--- config.mk ---
export PLATFORM = sky130hd
export DESIGN_NAME = pll_reset_ctrl
export DESIGN_NICKNAME = d
export VERILOG_FILES = /design/src/rtl/pll_reset_pkg.sv /design/src/rtl/sync2.sv /design/src/rtl/pll_reset_ctrl.sv
export SDC_FILE = /design/constraint.sdc
export NUM_CORES = 1
export LEC_CHECK = 0
export ABC_AREA = 1
export CORE_MARGIN = 1
export CORE_UTILIZATION = 50
export CTS_BUF_LIST = sky130_fd_sc_hd__clkbuf_8
export CTS_CLUSTER_SIZE = 20
export DETAILED_ROUTE_END_ITERATION = 12
export GPL_ROUTABILITY_DRIVEN = 0
export PLACE_DENSITY = 0.81
export SLEW_MARGIN = 10
export SYNTH_ARGS = -nofsm -noshare
export SYNTH_HDL_FRONTEND = slang
export SYNTH_SLANG_ARGS = --single-unit
--- constraint.sdc ---
create_clock -name clock -period 2.38 [get_ports clock]
set_clock_uncertainty 0.15 [all_clocks]
set_input_delay 0.357 -clock clock [delete_from_list [all_inputs] [get_ports clock]]
set_output_delay 0.357 -clock clock [all_outputs]
set_load 0.05 [all_outputs]
--- src/rtl/pll_reset_pkg.sv ---
// Shared types and helpers for the PLL lock monitor / reset sequencer.
package pll_reset_pkg;

  typedef enum logic [1:0] {
    RESET_PLL = 2'd0,
    WAIT_LOCK = 2'd1,
    STABLE    = 2'd2,
    RUN       = 2'd3
  } state_t;

  localparam int DEF_PLL_RST_CYCLES = 16;
  localparam int DEF_LOCK_TIMEOUT   = 65536;
  localparam int DEF_STABLE_CYCLES  = 1024;

  // One shared counter covers every state, so size it for the longest wait.
  function automatic int cnt_width(input int a, input int b, input int c);
    int m;
    m = a;
    if (b > m) m = b;
    if (c > m) m = c;
    return $clog2(m) + 1;
  endfunction

  function automatic logic [7:0] sat_inc8(input logic [7:0] v);
    return (v == 8'hFF) ? v : v + 8'd1;
  endfunction

endpackage

--- src/rtl/sync2.sv ---
// Generic 2-flop synchronizer, async active-low reset to 0.
module sync2 #(
  parameter int W = 1
) (
  input  logic         i_clk,
  input  logic         i_rst_n,
  input  logic [W-1:0] i_d,
  output logic [W-1:0] o_q
);

  logic [W-1:0] r_s1;
  logic [W-1:0] r_s2;

  always_ff @(posedge i_clk or negedge i_rst_n) begin
    if (!i_rst_n) begin
      r_s1 <= '0;
      r_s2 <= '0;
    end else begin
      r_s1 <= i_d;
      r_s2 <= r_s1;
    end
  end

  assign o_q = r_s2;

endmodule

--- src/rtl/pll_reset_ctrl.sv ---
// PLL reset sequencer: pulses pll_rst, qualifies lock, releases sys_rst_n.
// Runs on the PLL reference clock so it keeps working while unlocked.
module pll_reset_ctrl
  import pll_reset_pkg::*;
#(
  parameter int PLL_RST_CYCLES = DEF_PLL_RST_CYCLES,
  parameter int LOCK_TIMEOUT   = DEF_LOCK_TIMEOUT,
  parameter int STABLE_CYCLES  = DEF_STABLE_CYCLES
) (
  input  logic       clock,
  input  logic       reset_n,
  input  logic       pll_lock,
  output logic       pll_rst,
  output logic       sys_rst_n,
  output logic       locked,
  output logic [7:0] retry_count,
  output logic [7:0] loss_count,
  output logic [1:0] state
);

  localparam int CW = cnt_width(PLL_RST_CYCLES, LOCK_TIMEOUT, STABLE_CYCLES);
  localparam logic [CW-1:0] RST_LAST = CW'(PLL_RST_CYCLES - 1);
  localparam logic [CW-1:0] TMO_LAST = CW'(LOCK_TIMEOUT - 1);
  localparam logic [CW-1:0] STB_LAST = CW'(STABLE_CYCLES - 1);

  logic          w_lock_s;
  state_t        r_state;
  logic [CW-1:0] r_cnt;
  logic          r_pll_rst;
  logic          r_sys_rst_n;
  logic [7:0]    r_retry;
  logic [7:0]    r_loss;

  sync2 #(.W(1)) u_lock_sync (
    .i_clk   (clock),
    .i_rst_n (reset_n),
    .i_d     (pll_lock),
    .o_q     (w_lock_s)
  );

  // Outputs are set alongside each transition so they move on the state edge.
  always_ff @(posedge clock or negedge reset_n) begin
    if (!reset_n) begin
      r_state     <= RESET_PLL;
      r_cnt       <= '0;
      r_pll_rst   <= 1'b1;
      r_sys_rst_n <= 1'b0;
      r_retry     <= '0;
      r_loss      <= '0;
    end else begin
      case (r_state)
        RESET_PLL: begin
          if (r_cnt == RST_LAST) begin
            r_state   <= WAIT_LOCK;
            r_cnt     <= '0;
            r_pll_rst <= 1'b0;
          end else begin
            r_cnt <= r_cnt + CW'(1);
          end
        end
        WAIT_LOCK: begin
          // Lock takes priority over a timeout landing on the same cycle.
          if (w_lock_s) begin
            r_state <= STABLE;
            r_cnt   <= '0;
          end else if (r_cnt == TMO_LAST) begin
            r_state   <= RESET_PLL;
            r_cnt     <= '0;
            r_pll_rst <= 1'b1;
            r_retry   <= sat_inc8(r_retry);
          end else begin
            r_cnt <= r_cnt + CW'(1);
          end
        end
        STABLE: begin
          if (!w_lock_s) begin
            r_state <= WAIT_LOCK;
            r_cnt   <= '0;
            r_loss  <= sat_inc8(r_loss);
          end else if (r_cnt == STB_LAST) begin
            r_state     <= RUN;
            r_cnt       <= '0;
            r_sys_rst_n <= 1'b1;
          end else begin
            r_cnt <= r_cnt + CW'(1);
          end
        end
        RUN: begin
          // Lock loss re-qualifies without re-pulsing the PLL reset.
          if (!w_lock_s) begin
            r_state     <= WAIT_LOCK;
            r_cnt       <= '0;
            r_sys_rst_n <= 1'b0;
            r_loss      <= sat_inc8(r_loss);
          end
        end
        default: begin
          r_state     <= RESET_PLL;
          r_cnt       <= '0;
          r_pll_rst   <= 1'b1;
          r_sys_rst_n <= 1'b0;
        end
      endcase
    end
  end

  assign pll_rst     = r_pll_rst;
  assign sys_rst_n   = r_sys_rst_n;
  assign locked      = w_lock_s;
  assign retry_count = r_retry;
  assign loss_count  = r_loss;
  assign state       = r_state;

endmodule

==> flow_summary_export.csv <==
group,metric,value,unit
yosys,synthesis.area,2170,um^2
floorplanning,placeableCoreArea,4090,um^2
worst_setup_path,critPathMaxFanout,5,
placement,place_area,2450,um^2
pwr,p_leak,1.24,nW
clock_network,cts_hold_buf,0,
clock_network,clk_pin_slew_worst_paths,0.07,ns
timing,finalCriticalPeriod,2.22,ns
cells_and_area,drive_above_1_share,7.42,%
grt,grt_max_degree,40,
placement,dpl_worst_slack,0.142,ns
worst_setup_path,crit_top_cell,"inv_1",
cells_and_area,insertedDiodeCount,0,
routing,drc_errors,0,
pwr,ir_drop,0.799,mV
grt,overflow,0,
worst_setup_path,worstSetupStartpointType,"flip-flop",
yosys,ys_seq_elements,39,
yosys,synthSimpleGateAreaFrac,28.9,%
placement,dp.cells,346,
worst_setup_path,ff2ff_path_depth,14,
timing,fin_setup_tns,0,ns
grt,grt_pass1_wl,6.96,mm
min_path,min-delay-path-class,"primary input to asynchronous set/reset pin",
yosys,yosysMostFrequentCell,"nand2_1",
routing,wl,4.12,mm
routing,drt-initial-drc-count,70,
cells_and_area,utilization,63.5,%
timing,fmax,0.451,GHz
yosys,synth.distinct_cells,23,
routing,route.detailed.wl_per_inst,11.5,um
floorplanning,dieArea,4600,um^2
timing,setup_violations,0,
clock_network,clockRootBuffer,"clkbuf_8",
yosys,synth-xor-area-share,8.90,%
placement,io_buffers,23,
timing,slew_headroom,43.7,%
cells_and_area,nets,324,
yosys,yosys.area_share.adder,5.78,%
timing,hold_slack,0.0107,ns
timing,worst_slack,0.164,ns
pwr,p_per_area,830,nW/um^2
yosys,synth_top_area_share,43.9,%
worst_setup_path,cp-end-kind,"flip-flop",
yosys,async_reset_ff_share,100,%
yosys,synth_edf_count,0,
worst_setup_path,cp_num_buf_inv,4,
floorplanning,ios,24,
timing,finalMaxSlewViolations,0,
worst_setup_path,crit_chain,"ha_1 > nand2_1 > inv_1 > nand2_1 > nor2_4 > nand4_1 > inv_1 > ha_1 > nand3_1 > inv_1 > o21ai_1 > buf_4 > nor2_1 > xor2_1",
yosys,ys_seq_area_share,45.1,%
floorplanning,start_util,53.0,%
clock_network,clockBufferDepth,2,
worst_setup_path,rr_startpoint,"r_cnt[1]",
routing,routed-via-count,1780,
grt,track_usage,20.6,%
clock_network,cts.sinks,39,
worst_setup_path,crit_arrival,2.27,ns
floorplanning,die_height,67.8,um
worst_setup_path,crit_path_end,"retry_count[4]",
yosys,synthCells,273,
clock_network,tritoncts,"built",
timing,report.final.hold_viol_count,0,
worst_setup_path,path_class,"flip-flop to flip-flop",
worst_setup_path,crit_slowest_cell,"dfrtp_1",
clock_network,ctsHtreeMaxLevel,2,
worst_setup_path,cp.depth,14,
routing,ant_nets,0,
cells_and_area,final_area,2590,um^2
worst_setup_path,max_stage_delay,0.38,ns
grt,grt_pass1_vias,1623,
yosys,ys.flop_type,"dfrtp_1",
yosys,synth.net_count,286,
yosys,synth.area.top_cells,"dfrtp_1 (44%), nand2_1 (12%), nor2_1 (8.5%)",
routing,routed_via_density,4.94,
worst_setup_path,regToRegEndpoint,"retry_count[4]",
yosys,synth_compound_area_share,4.16,%
outcome,status,"finished, final reports clean",
timing,worstMarginPinSlew,0.845,ns
worst_setup_path,startpoint,"r_cnt[1]",
grt,antenna_found_initial,0,
clock_network,insertion_delay,0.29,ns
clock_network,cts_resized,0,
yosys,synth_mux_area_share,0,%
yosys,yosys_warnings,0,
yosys,synth_top_area_cell,"dfrtp_1",
clock_network,cts_buffers,5,
yosys,synth_top_family_by_area,"simple AND/OR/NAND/NOR gates",
floorplanning,die_w,67.8,um
pwr,power,2.15,mW
floorplanning,row_count,23,
yosys,ys_top_cells_by_count,"nand2_1 (67), nor2_1 (49), dfrtp_1 (38)",
worst_setup_path,crit_family,"simple AND/OR/NAND/NOR gates",
cells_and_area,area_growth,19.8,%
routing,first_pass_iters,4,
placement,hpwl,2.92,mm
yosys,avgSynthCellArea,7.93,um^2
timing,finalCritPeriodShare,93.1,%
worst_setup_path,r2r_setup_slack,0.16,ns
flow_run,cap_viol_max_count,0,
cells_and_area,instances_no_fill,360,
worst_setup_path,crit_required,2.44,ns
sequential cells by signal, summed over array words and instances, names as in the netlist:
name,cells
r_cnt,17
loss_count,8
retry_count,8
state,2
pll_rst,1
sys_rst_n,1
u_lock_sync.o_q,1
u_lock_sync.r_s1,1
cells by family after synthesis:
family,after synthesis
buffers and inverters,39
adders and majority gates,10
AOI/OAI and AO/OA,14
xor gates and xnor gates,22
and+or+nand+nor,149
DFF,39
report_power, final:
part	total (mW)	internal [mW]	switching [mW]	leakage (nW)
sequential	0.824	0.747	0.0774	0.525
combinational	0.928	0.341	0.587	0.677
clock	0.400	0.191	0.209	0.0413
cell usage in the layout, fill, tap and decap left out, drive strengths merged:
master / count
dfrtp: 38
o211a: 1
buf: 10
a22o: 1
xnor2: 9
nand3b: 2
nor3: 4
clkdlybuf4s50: 22
nand3: 18
o21ai: 10
ha: 10
xor2: 13
clkbuf: 5
nand4: 4
inv: 39
nand2: 69
a21oi: 2
nor2: 51
or2: 1
dfstp: 1
cell type report:
type | count | area, um^2
Fill cell | 354 | 1490
Multi-Input combinational cell | 195 | 1030
Sequential cell | 39 | 977
Timing Repair Buffer | 32 | 305
Inverter | 38 | 143
Clock buffer | 5 | 68.8
Tap cell | 50 | 62.6
Clock inverter | 1 | 3.75
timing repair:
| item | CTS | global route |
|---|---|---|
| hold endpoints to repair | 0 | 0 |
| setup buffers | 0 | 8 |
| endpoints found under the setup margin | 0 | 16 |
per-layer routing:
metal	global-route usage (%)	part of all wire, %	vias up
li1	-	-	918
met1	27.6	47	832
met2	32.4	48	23
met3	4.00	2.6	7
met4	9.38	2.2	0
met5	0	0	-
how the worst min path moves through the flow:
stage	from	endpoint	slack [ns]
2_1_floorplan	reset_n	loss_count[0]	-0.09
3_3_place_gp	u_lock_sync.r_s1	u_lock_sync.o_q	0.18
3_5_place_dp	u_lock_sync.r_s1	u_lock_sync.o_q	0.18
4_1_cts	reset_n	r_cnt[4]	0.05
5_1_grt	reset_n	r_cnt[3]	0.1
6_report	reset_n	r_cnt[5]	0.01
(Power assumes the default switching activity.)
